--- src/rtl/vector_result_buf.sv ---
// Registers gate-stage results into a DEPTH-entry FIFO: push-to-valid is 1 cycle, no bypass, and in_ready = !full.
// Optional consistency check and hit counter are enabled by VECTOR_RESULT_BUF_STATS_EN.
module vector_result_buf #(
   parameter int N     = 3,
   parameter int DEPTH = 2,
   parameter int CNT_W = 8
) (
   input  logic             clk,
   input  logic             reset,
   input  logic             in_valid,
   output logic             in_ready,
   input  logic [N-1:0]     in_or_bitwise,
   input  logic             in_or_logical,
   input  logic [2*N-1:0]   in_not,
   output logic             out_valid,
   input  logic             out_ready,
   output logic [3*N:0]     out_data,
   input  logic             clr,
   output logic             err_sticky,
   output logic [CNT_W-1:0] hit_cnt
);
   localparam int AW = $clog2(DEPTH);
   localparam int CW = $clog2(DEPTH) + 1;
   localparam int WW = 3 * N + 1;
   localparam logic [CW-1:0] FULL_CNT = CW'(DEPTH);

   logic [WW-1:0] mem [DEPTH];
   logic [AW-1:0] wr_ptr;
   logic [AW-1:0] rd_ptr;
   logic [CW-1:0] count;
   logic [WW-1:0] last_q;
   logic          full;
   logic          empty;
   logic          push;
   logic          pop;

   assign full      = (count == FULL_CNT);
   assign empty     = (count == '0);
   assign in_ready  = !full;
   assign out_valid = !empty;
   assign push      = in_valid && !full;
   assign pop       = out_ready && !empty;

   // When empty, show the last word that left the FIFO rather than a stale slot.
   assign out_data = empty ? last_q : mem[rd_ptr];

   always_ff @(posedge clk or posedge reset) begin
      if (reset) begin
         wr_ptr <= '0;
         rd_ptr <= '0;
         count  <= '0;
         last_q <= '0;
      end else begin
         if (push) begin
            wr_ptr <= wr_ptr + AW'(1);
         end
         if (pop) begin
            rd_ptr <= rd_ptr + AW'(1);
            last_q <= mem[rd_ptr];
         end
         case ({push, pop})
            2'b10:   count <= count + CW'(1);
            2'b01:   count <= count - CW'(1);
            default: count <= count;
         endcase
      end
   end

   always_ff @(posedge clk) begin
      if (push) begin
         mem[wr_ptr] <= {in_not, in_or_logical, in_or_bitwise};
      end
   end

`ifdef VECTOR_RESULT_BUF_STATS_EN
   logic [CNT_W-1:0] hit_q;
   logic             err_q;

   // clr wins over any increment or error flagged in the same cycle.
   always_ff @(posedge clk or posedge reset) begin
      if (reset) begin
         hit_q <= '0;
         err_q <= 1'b0;
      end else if (clr) begin
         hit_q <= '0;
         err_q <= 1'b0;
      end else begin
         if (push && in_or_logical && (hit_q != {CNT_W{1'b1}})) begin
            hit_q <= hit_q + CNT_W'(1);
         end
         if (push && (in_or_logical != (|in_or_bitwise))) begin
            err_q <= 1'b1;
         end
      end
   end

   assign hit_cnt    = hit_q;
   assign err_sticky = err_q;
`else
   logic unused_clr;
   assign unused_clr = clr;
   assign hit_cnt    = '0;
   assign err_sticky = 1'b0;
`endif

endmodule

--- config.mk ---
export PLATFORM = sky130hd
export DESIGN_NAME = vector_result_buf
export DESIGN_NICKNAME = d
export VERILOG_FILES = /design/src/rtl/vector_result_buf.sv
export SDC_FILE = /design/constraint.sdc
export NUM_CORES = 1
export LEC_CHECK = 0
export ABC_CLOCK_PERIOD_IN_PS = 3300
export CORE_ASPECT_RATIO = 0.7
export CORE_MARGIN = 5
export CORE_UTILIZATION = 40
export CTS_CLUSTER_DIAMETER = 150
export DETAILED_ROUTE_END_ITERATION = 10
export PLACE_DENSITY = 0.76
export RECOVER_POWER = 50
export SLEW_MARGIN = 40
export SYNTH_ARGS = -nofsm -noshare
export SYNTH_HDL_FRONTEND = slang
export SYNTH_SLANG_ARGS = --single-unit
--- constraint.sdc ---
create_clock -name clk -period 3.3 [get_ports clk]
set_input_delay 0.825 -clock clk [delete_from_list [all_inputs] [get_ports clk]]
set_output_delay 0.825 -clock clk [all_outputs]
set_load 0.02 [all_outputs]
# After elaboration in Yosys (flattened, before gate mapping)
# Memory sizes are Yosys's and may differ from the RTL's.
# Cells that the tools add are included.
# word_totals
ff_bits	14
mem_bits_rw	20
in_bits	15
mem_count	1
# classes
addsub	4
n_eq_ne	3
mux	4
n_reduce_logical	6
# memory_table
memory	words	width	read_ports	rd_ports_with_merged_regs	write_ports	line_no	rtl
mem	2	10	1	0	1	27	logic [WW-1:0] mem [DEPTH];
# op_table
cell	n
10-bit 2-to-1 mux	1
2-bit equality test (second input constant)	2
2-bit case mux with 2 select lines	1
1-bit adder (second input constant)	2
2-bit by 1-bit adder with 2-bit output (second input constant)	1
2-bit by 1-bit equality test with 1-bit output (second input constant)	1
1-bit logical AND	2
1-bit zero test	2
2-bit zero test	1
1-bit 2-to-1 mux	2
2-bit nonzero test	1
2-bit by 1-bit subtractor with 2-bit output (second input constant)	1

# Logic depth before layout (Yosys ltp)
# logic_depth
ltp_word	5
depth_mapped	7
ltp_nobuf	6

# Least setup slack after synthesis
# No wires, ideal clock.
# synth_path
kind	register -> output
from	reg count[0]
to	out out_data[0]
arrival_ns	1.191
required_time_ns	2.475
setup_slack_ns	1.284
stages_incl_launch_ff	4
path_buffers	1
path_cell_list	dfrtp_1 -> or2_4 -> buf_6 -> a21oi_1
# synth_via
elab_chain_len	2
# synth_rtl
item	line_no	rtl
from (decl)	30	logic [CW-1:0] count;
from (signal assigned)	62	2'b10: count <= count + CW'(1);
from (signal assigned)	63	2'b01: count <= count - CW'(1);
from (signal assigned)	64	default: count <= count;
2-bit zero test	38	assign empty = (count == '0);
10-bit 2-to-1 mux	45	assign out_data = empty ? last_q : mem[rd_ptr];
to (decl)	17	output logic [3*N:0] out_data,
# No other way between the ends.

# Worst setup path after layout
# layout_path
from	reg rd_ptr
to	out out_data[4]
# layout_via
elab_chain_len	2
# layout_rtl
item	line_no	rtl
from (decl)	29	logic [AW-1:0] rd_ptr;
from (signal assigned)	58	rd_ptr <= rd_ptr + AW'(1);
memory 2 x 10 bit	n/a	
10-bit 2-to-1 mux	45	
# No other way between the ends.

==> results.py <==
metrics = {
    "finish": {
        "seq_area_um2": 951,
        "num-fill-cells": 319,
        "areaGrowthSynthToFinish_pct": 21.5,
        "drive_gt1_frac": 0.0493,
        "fin_util": 0.501,
        "nets": 157,
        "multiInputGateArea_um2": 403,
        "diodes": 0,
    },
    "global_routing": {
        "grt_max_degree": 23,
        "grt_antenna_before_repair": 0,
        "grt_pass1_wl_um": 4170,
        "track_usage": 0.118,
        "grt_pass1_vias": 955,
        "gr-total-overflow": 0,
    },
    "power_and_ir_drop": {
        "ir_drop_mv": 0.459,
        "p_sw_uw": 662,
        "power.density_nw_per_um2": 1000,
        "pwr-share-clk": 0.160,
        "total_leakage_power_nw": 0.716,
        "seqPwrFrac": 0.401,
        "pwr-share-comb": 0.439,
        "switching_share": 0.374,
        "intPower_mw": 1.11,
    },
    "outcome": {
        "status": "finished, final reports clean",
    },
    "yosys": {
        "yosysMostFrequentCell": "edfxtp_1",
        "synth_top_area_share": 0.414,
        "syn_area_um2": 1450,
        "async_reset_ff_frac": 0.412,
        "ys_seq_area_frac": 0.656,
        "syn_avg_cell_area_um2": 12.7,
        "syn_inst": 114,
        "synth-main-ff-cell": "edfxtp_1",
        "ys_ff_latch": 34,
        "ys_top_cells_by_area": "edfxtp_1 41%, dfrtp_1 24%, mux2i_1 6.9%",
        "synth_cell_type_count": 20,
        "yosysTopAreaCell": "edfxtp_1",
        "synth_commonest_cells": "20 x edfxtp_1, 14 x dfrtp_1, 12 x buf_4, 12 x nor2_1",
        "synth-warning-count": 0,
        "synth_edf_count": 20,
    },
    "drt": {
        "antenna_left": 0,
        "via_per_inst": 4.54,
        "vias": 871,
        "drc": 0,
        "routed_wl_um": 2570,
        "wl_per_cell_um": 13.4,
        "firstDrtPassIters": 3,
        "drt-initial-drc-count": 59,
    },
    "worst_setup_path": {
        "critical_path_class": "register to output port",
        "crit_fanout": 11,
        "r2r_slack_ps": 970,
        "worst_setup_path_end_kind": "output port",
        "arrival_ps": 2080,
        "path_cells": "mux2i_1 -> a21oi_1 -> clkdlybuf4s50_1",
        "reg2reg_from": "count[0]",
        "slowest_stage": "dfrtp_1",
        "crit_required_ps": 2470,
        "ff2ff_path_depth": 5,
        "startpoint_type": "register",
        "r2r_end": "count[1]",
        "max_stage_delay_ps": 730,
    },
    "timing": {
        "setup_tns_ps": 0,
        "drv_slew": 0,
        "period_share": 0.880,
        "max_slew_margin": 0.112,
        "max_clock_freq_mhz": 344,
        "rsz0062_at_grt": "false",
        "tightest_slew_ps": 1320,
        "clock_skew_ps": 7.73,
        "min_period_ps": 2900,
        "finalSetupViolations": 0,
        "hold_viol": 0,
    },
    "clock_tree": {
        "cts_hold_buf": 0,
        "post-cts-setup-buffer-count": 0,
        "clk_path_buf_depth": 2,
        "tritoncts": "done",
        "insertion_delay_ps": 280,
        "root_buffer": "clkbuf_8",
        "clock_sinks": 34,
        "h-tree-depth": 2,
        "cts_resized": 0,
        "cts_made_buffers": 5,
        "cts.clk_slew.worst_paths_ps": 60,
    },
    "min_path": {
        "worst_hold_startpoint": "last_q[4]",
        "whs_path_depth": 2,
        "hold_end": "last_q[4]",
        "hp-class": "register to register",
    },
    "placed_design": {
        "io_buffer_count": 25,
        "dp_hpwl_um": 1740,
        "finalWeightedCongestion": 0.740,
    },
    "die": {
        "fp-row-count": 18,
        "die_area_um2": 4950,
        "core_um2": 3510,
        "die_y_um": 60.4,
        "io_pins": 36,
        "start_util": 0.413,
        "fp.dieW_um": 82.0,
    },
    "flow_run": {
        "maxCapViolations": 0,
    },
}
[worst max-delay path, delay by kind of cell, from the launching register on]
family	cells	cell delay, ps
flip-flops	1	730
multiplexers	1	190
buffers and inverters	1	640
AO/OA/AOI/OAI	1	240
[state kept, by name, summed over array words and instances, names as in the netlist]
signal,flops
last_q,10
rd_ptr,1
count,2
mem,20
wr_ptr,1
[layout make-up]
cell class              count  share of cell area
clock buffers               8              0.0455
inverters                   2             0.00426
multi-input cells          72               0.229
flip-flops and latches     34               0.540
well taps                  50              0.0355
repair buffers             26               0.146
[power groups by stage]
stage,sequential [mW],combinational (mW),clock [mW]
6_report,0.709,0.777,0.283
5_1_grt,0.726,0.850,0.307
4_1_cts,0.712,0.790,0.292
3_5_place_dp,0.720,0.786,0
3_3_place_gp,0.705,0.762,0
2_1_floorplan,0.668,0.551,0
[routing by layer]
layer | vias to the layer above | routed length, µm | global-route usage
li1 | 422 | - | -
met1 | 411 | 1060 | 0.131
met2 | 29 | 1240 | 0.188
met3 | 9 | 201 | 0.0564
met4 | 0 | 63 | 0.0711
met5 | - | 0 | 0
[per-stage QoR]
| step | hold slack [ps] | instances | power, mW | setup WS, ps | instance area (µm²) |
|---|---|---|---|---|---|
| after floorplan | 450 | 122 | 1.22 | 1280 | 1480 |
| after detailed placement | 472 | 184 | 1.51 | 720 | 1690 |
| final | 479 | 192 | 1.77 | 396 | 1760 |
| after global placement | 463 | 184 | 1.47 | 780 | 1690 |
| after CTS | 486 | 192 | 1.79 | 403 | 1770 |
| after global routing | 520 | 192 | 1.88 | 313 | 1760 |
[logic make-up after synthesis]
kind of cell,share of synthesized area
flops,0.656
simple gates,0.0759
compound gates,0.0751
buf+inv,0.0828
mux,0.0690
xor+xnor,0.0302
fa+ha+maj,0.00863
other cells,0.00259
[worst max path at each step]
stage,startpoint,to,slack (ps),cells past startpoint
finish,rd_ptr,out_data[4],400,3
global route,rd_ptr,out_data[1],310,3
CTS,rd_ptr,out_data[4],400,3
detailed placement,rd_ptr,out_data[4],720,3
global placement,rd_ptr,out_data[4],780,3
floorplan,count[0],out_data[0],1280,3
[cell usage in the layout, fill, tap and decap left out]
| cell | netlist | routed |
|---|---|---|
| clkdlybuf4s50_1 | 0 | 13 |
| o21ai_0 | 9 | 9 |
| o21ai_1 | 1 | 2 |
| dlygate4sd3_1 | 0 | 12 |
| inv_1 | 2 | 2 |
| nor2_1 | 12 | 12 |
| conb_1 | 1 | 9 |
| edfxtp_1 | 20 | 20 |
| clkbuf_1 | 0 | 3 |
| dfrtp_1 | 14 | 14 |
| nand2b_1 | 1 | 1 |
| or2_4 | 1 | 1 |
| buf_4 | 12 | 1 |
| xor2_1 | 1 | 1 |
| a21oi_1 | 10 | 10 |
| xnor2_1 | 4 | 4 |
| and3_1 | 1 | 1 |
| clkbuf_8 | 0 | 5 |
| nand2_1 | 10 | 11 |
| mux2i_1 | 10 | 10 |
| ha_1 | 1 | 1 |
Note: power is estimated with default switching activity, not from simulation.
